File: src/rtl/lcd_bus_arbiter.sv
// Sequences and shares the 8-bit character-LCD write bus between two requesters.
// Latency: a granted byte appears on lcd_data/lcd_rs the cycle after its handshake; E rises SETUP_CYC cycles later.
// Backpressure: reqN_ready is combinational and high only in IDLE after init; nothing is queued while busy.
module lcd_bus_arbiter #(
    parameter int PWRON_CYC     = 2000000,
    parameter int SETUP_CYC     = 4,
    parameter int E_HIGH_CYC    = 12,
    parameter int HOLD_CYC      = 4,
    parameter int CMD_WAIT_CYC  = 2000,
    parameter int LONG_WAIT_CYC = 80000,
    parameter int CNT_W         = 22
) (
    input  logic       clk,
    input  logic       rst,
    input  logic       req0_valid,
    input  logic       req0_rs,
    input  logic [7:0] req0_data,
    output logic       req0_ready,
    input  logic       req1_valid,
    input  logic       req1_rs,
    input  logic [7:0] req1_data,
    output logic       req1_ready,
    output logic [7:0] lcd_data,
    output logic       lcd_e,
    output logic       lcd_rs,
    output logic       lcd_rw,
    output logic       init_done,
    output logic       busy
);

    // Every timed phase loads N-1 on entry and leaves when the counter reaches
    // zero, so a phase lasts exactly N cycles.
    localparam logic [CNT_W-1:0] PWRON_LD = CNT_W'(PWRON_CYC - 1);
    localparam logic [CNT_W-1:0] SETUP_LD = CNT_W'(SETUP_CYC - 1);
    localparam logic [CNT_W-1:0] EHIGH_LD = CNT_W'(E_HIGH_CYC - 1);
    localparam logic [CNT_W-1:0] HOLD_LD  = CNT_W'(HOLD_CYC - 1);
    localparam logic [CNT_W-1:0] CMD_LD   = CNT_W'(CMD_WAIT_CYC - 1);
    localparam logic [CNT_W-1:0] LONG_LD  = CNT_W'(LONG_WAIT_CYC - 1);

    // Index of the last init ROM entry; its WAIT completes initialisation.
    localparam logic [2:0] INIT_LAST = 3'd4;

    typedef enum logic [2:0] {
        ST_PWRON,
        ST_SETUP,
        ST_EHIGH,
        ST_HOLD,
        ST_WAIT,
        ST_IDLE
    } state_t;

    state_t           state_q;
    logic [CNT_W-1:0] cnt_q;
    logic [2:0]       init_idx_q;
    logic             init_done_q;
    logic             prio_q;
    logic             lcd_e_q;
    logic             lcd_rs_q;
    logic [7:0]       lcd_data_q;

    logic             cnt_zero;
    logic             idle_ok;
    logic             gnt0;
    logic             gnt1;
    logic [2:0]       init_idx_d;

    // Fixed power-up programming: 8-bit bus, 2 lines, display on, entry
    // mode increment, clear, cursor home to DDRAM 0.
    function automatic logic [7:0] init_rom(input logic [2:0] idx);
        logic [7:0] b;
        case (idx)
            3'd0:    b = 8'h38;
            3'd1:    b = 8'h0C;
            3'd2:    b = 8'h06;
            3'd3:    b = 8'h01;
            3'd4:    b = 8'h80;
            default: b = 8'h00;
        endcase
        return b;
    endfunction

    // Clear display and return home need the controller's long execution time;
    // everything else, including any data write, uses the normal wait.
    function automatic logic is_long_cmd(input logic rs, input logic [7:0] b);
        return (!rs) && ((b == 8'h01) || (b == 8'h02) || (b == 8'h03));
    endfunction

    assign cnt_zero   = (cnt_q == '0);
    assign idle_ok    = (state_q == ST_IDLE) && init_done_q;
    assign init_idx_d = init_idx_q + 3'd1;

    // Round-robin grant: the priority holder wins a tie, a lone requester
    // always wins, and no grant is possible outside post-init IDLE.
    always_comb begin
        gnt0 = idle_ok && req0_valid && (!prio_q || !req1_valid);
        gnt1 = idle_ok && req1_valid && ( prio_q || !req0_valid);
    end

    assign req0_ready = gnt0;
    assign req1_ready = gnt1;
    assign lcd_data   = lcd_data_q;
    assign lcd_e      = lcd_e_q;
    assign lcd_rs     = lcd_rs_q;
    assign lcd_rw     = 1'b0;
    assign init_done  = init_done_q;
    assign busy       = !idle_ok;

    // Bus sequencer: power-on wait, init ROM playback, then one granted byte
    // at a time through setup / E-high / hold / execution-wait.
    always_ff @(posedge clk or posedge rst) begin
        if (rst) begin
            state_q     <= ST_PWRON;
            cnt_q       <= PWRON_LD;
            init_idx_q  <= 3'd0;
            init_done_q <= 1'b0;
            prio_q      <= 1'b0;
            lcd_e_q     <= 1'b0;
            lcd_rs_q    <= 1'b0;
            lcd_data_q  <= 8'h00;
        end else begin
            case (state_q)
                ST_PWRON: begin
                    if (cnt_zero) begin
                        init_idx_q <= 3'd0;
                        lcd_rs_q   <= 1'b0;
                        lcd_data_q <= init_rom(3'd0);
                        cnt_q      <= SETUP_LD;
                        state_q    <= ST_SETUP;
                    end else begin
                        cnt_q <= cnt_q - CNT_W'(1);
                    end
                end

                ST_SETUP: begin
                    if (cnt_zero) begin
                        lcd_e_q <= 1'b1;
                        cnt_q   <= EHIGH_LD;
                        state_q <= ST_EHIGH;
                    end else begin
                        cnt_q <= cnt_q - CNT_W'(1);
                    end
                end

                ST_EHIGH: begin
                    if (cnt_zero) begin
                        lcd_e_q <= 1'b0;
                        cnt_q   <= HOLD_LD;
                        state_q <= ST_HOLD;
                    end else begin
                        cnt_q <= cnt_q - CNT_W'(1);
                    end
                end

                ST_HOLD: begin
                    if (cnt_zero) begin
                        // Wait length depends on the byte still held on the pins.
                        cnt_q   <= is_long_cmd(lcd_rs_q, lcd_data_q) ? LONG_LD : CMD_LD;
                        state_q <= ST_WAIT;
                    end else begin
                        cnt_q <= cnt_q - CNT_W'(1);
                    end
                end

                ST_WAIT: begin
                    if (cnt_zero) begin
                        if (init_done_q) begin
                            state_q <= ST_IDLE;
                        end else if (init_idx_q == INIT_LAST) begin
                            init_done_q <= 1'b1;
                            state_q     <= ST_IDLE;
                        end else begin
                            init_idx_q <= init_idx_d;
                            lcd_rs_q   <= 1'b0;
                            lcd_data_q <= init_rom(init_idx_d);
                            cnt_q      <= SETUP_LD;
                            state_q    <= ST_SETUP;
                        end
                    end else begin
                        cnt_q <= cnt_q - CNT_W'(1);
                    end
                end

                ST_IDLE: begin
                    // Pins keep the last byte until a new grant replaces it.
                    if (gnt0) begin
                        lcd_rs_q   <= req0_rs;
                        lcd_data_q <= req0_data;
                        prio_q     <= 1'b1;
                        cnt_q      <= SETUP_LD;
                        state_q    <= ST_SETUP;
                    end else if (gnt1) begin
                        lcd_rs_q   <= req1_rs;
                        lcd_data_q <= req1_data;
                        prio_q     <= 1'b0;
                        cnt_q      <= SETUP_LD;
                        state_q    <= ST_SETUP;
                    end
                end

                default: begin
                    lcd_e_q <= 1'b0;
                    cnt_q   <= PWRON_LD;
                    state_q <= ST_PWRON;
                end
            endcase
        end
    end

endmodule

File: config.mk
export PLATFORM = sky130hd
export DESIGN_NAME = lcd_bus_arbiter
export DESIGN_NICKNAME = d
export VERILOG_FILES = /design/src/rtl/lcd_bus_arbiter.sv
export SDC_FILE = /design/constraint.sdc
export NUM_CORES = 1
export LEC_CHECK = 0
export CAP_MARGIN = 10
export CORE_MARGIN = 2
export CORE_UTILIZATION = 40
export DETAILED_ROUTE_END_ITERATION = 8
export PLACE_DENSITY = 0.63
export RECOVER_POWER = 50
export SYNTH_ARGS = -nofsm -noshare
export SYNTH_HDL_FRONTEND = slang
export SYNTH_SLANG_ARGS = --single-unit
File: constraint.sdc
create_clock -name clk -period 2.6 [get_ports clk]
set_clock_uncertainty 0.1 [all_clocks]
set_input_delay 0.78 -clock clk [delete_from_list [all_inputs] [get_ports clk]]
set_output_delay 0.78 -clock clk [all_outputs]
set_load 0.03 [all_outputs]
==> results.json <==
{
  "status": "complete, no violations",
  "clkLatencyLatePin_ps": 300,
  "io-pin-count": 37,
  "synth_cell_types": 64,
  "critPathLaunch": "state_q[0]",
  "htreeDepth": 2,
  "yosys.area.top_type": "dfrtp_1",
  "netlist.area_leader.share_pct": 24.4,
  "avgSynthCellArea_um2": 8.97,
  "antenna_left": 0,
  "wl_per_cell_um": 16.5,
  "fp.dieH_um": 87.3,
  "ys_seq_elements": 40,
  "max-clock-path-buffers": 2,
  "crit_path_start_kind": "flip-flop",
  "ir_worst_vdd_uv": 141,
  "rsz0062_at_grt": "no",
  "cts-buffers-inserted": 5,
  "diodes": 0,
  "drt_iter0_markers": 199,
  "r2r_start": "cnt_q[16]",
  "yosysSeqAreaShare_pct": 36.7,
  "worstPathCellList": "and3b_1 > nand2_1 > clkdlybuf4s50_1",
  "finalSetupViolations": 0,
  "grt_max_degree": 41,
  "synth-edff-count": 0,
  "place.detailed.hpwl_um": 5660,
  "syn_area_um2": 2770,
  "worst-path-max-fanout": 2,
  "end_kind": "output pin",
  "grt_pass1_vias": 2562,
  "fp.dieW_um": 87.3,
  "final.setup.worst_slack_ps": 68.3,
  "max_stage_delay_ps": 680,
  "clk_pin_slew_worst_paths_ps": 70,
  "slew_headroom_pct": 32.1,
  "dieArea_um2": 7610,
  "p_leak_uw": 0.00136,
  "wl_um": 7460,
  "gp_congestion": 0.862,
  "io_buffers": 35,
  "hold_class": "flip-flop to flip-flop",
  "initial_core_util_pct": 41.0,
  "fp-row-count": 30,
  "coreArea_um2": 6760,
  "grt_use_total_pct": 20.8,
  "cp.required_ps": 1720,
  "slew_viol_final": 0,
  "synth_flop_cell": "dfrtp_1",
  "root_buffer": "clkbuf_8",
  "ys_warn_count": 0,
  "syn-instance-count": 309,
  "vias_per_cell": 5.84,
  "clock.fmax_ghz": 0.395,
  "grt_pass1_wl_um": 12500,
  "syn_nets": 338,
  "dp.cells": 440,
  "hold_slack_ps": 416,
  "nets": 400,
  "tightest_slew_ps": 1020,
  "dp_slack_ps": -201,
  "synth_top_cells_by_area": "dfrtp_1 24%, dfstp_2 12%, mux2_2 4.9%",
  "dr_total_vias": 2639,
  "antenna_found_initial": 0,
  "path_class": "flip-flop to output pin",
  "drive_gt1_share_pct": 23.9,
  "grt-ovfl-total": 0,
  "fin_tns_setup_ps": 0,
  "final_cells": 452,
  "hold_viol_final": 0,
  "p_per_area_nw_per_um2": 320,
  "period_needed_ps": 2530,
  "slowest_stage": "clkdlybuf4s50_1",
  "clkSinkCount": 40,
  "ys_async_sr_fraction_pct": 100,
  "maxCapViolations": 0,
  "drc": 0,
  "critical_path_arrival_ps": 1650,
  "areaGrowthSynthToFinish_pct": 25.3,
  "hp-start": "cnt_q[0]",
  "cts_tree": "built",
  "fin_crit_sh_pct": 97.4,
  "fill_cells": 635,
  "drt-pass1-iter-count": 4
}
==> per-stage QoR <==
stage,util (%),total power (µW),cell area (µm²)
global placement,49.7,712,3360
finish,51.4,1110,3470
global route,51.4,1150,3470
floorplan,-,667,2780
detailed placement,49.7,713,3360
CTS,51.2,1130,3460
==> layout make-up <==
cell class | instances | area, µm² | area share (%)
timing repair buffer | 70 | 616 | 17.7
multi-input combinational | 244 | 1620 | 46.7
inverter | 10 | 37.5 | 1.08
clock inverter | 1 | 5.00 | 0.144
clock buffer | 7 | 76.3 | 2.20
sequential | 40 | 1020 | 29.3
tap | 80 | 100 | 2.88
==> cell families after synthesis <==
| kind of cell | Yosys count | synth area share (%) |
|---|---|---|
| simple gates | 132 | 26.6 |
| compound gates | 85 | 20.8 |
| flops | 40 | 36.7 |
| buf+inv | 25 | 5.37 |
| mux | 16 | 6.32 |
| fa+ha+maj | 7 | 3.16 |
| xor+xnor | 3 | 0.948 |
| other cells | 1 | 0.135 |
==> synth_stat cells (7+ instances only) <==
library cell  number
nand2_1           31
dfrtp_1           27
nor2_1            25
o21ai_0           15
a21oi_1           14
a31oi_1           13
dfstp_2           13
mux2_2            12
nand3_1           12
inv_1              9
nor4_1             9
nor3_1             8
ha_1               7
==> layer usage <==
metal	global-route usage, %	routed length, µm
met5	0	0
met4	5.87	99
met1	29.9	3600
met2	32.2	3450
met3	3.51	315
==> flip-flops by register name, summed over array words and instances (netlist names) <==
signal / flops
lcd_e: 1
state_q: 3
init_idx_q: 3
prio_q: 1
lcd_data: 8
lcd_rs: 1
cnt_q: 22
init_done: 1
==> path summary, 6_finish.rpt <==
| kind | depth (start not counted) | slack [ps] | endpoint |
|---|---|---|---|
| worst max-delay path | 3 | 70 | busy |
| worst min-delay path | 2 | 420 | cnt_q[0] |
| worst max register to register | 6 | 130 | lcd_data[1] |
| worst min register to register | 2 | 420 | cnt_q[0] |
| max in group asynchronous | 3 | 630 | cnt_q[12] |
| min in group asynchronous | 3 | 1140 | prio_q |
==> what timing repair did <==
action / 4_1_cts / 5_1_grt
hold buffers: 0 / 0
gates resized for setup: 2 / 3
pin swaps: 2 / 1
setup endpoints to repair: 2 / 28
setup buffers: 3 / 1
==> cell usage in the layout (no fill, tap or decap), drive strengths merged, types with 6 or more instances in the layout <==
cell type / n
and2: 6
nor3: 12
o21ai: 16
nand2: 31
a21oi: 14
ha: 7
dfstp: 13
dfrtp: 27
nor4: 9
o22ai: 6
buf: 35
mux2: 12
inv: 10
clkdlybuf4s50: 26
nor2: 25
nand3: 12
clkbuf: 9
a31oi: 13
==> power by group <==
group	leakage [µW]	internal [µW]	total [µW]	switching [µW]
logic	0.000858	36.3	67.5	31.2
registers	0.000455	627	629	2.67
clock network	0.0000422	189	415	226
total	0.00136	852	1110	260
==> critical path, delay by kind of cell (launching register included) <==
kind,cells,cell delay [ps]
flip-flops,1,380
AND/OR/NAND/NOR,2,300
buffers and inverters,1,680
(Power assumes the default switching activity.)
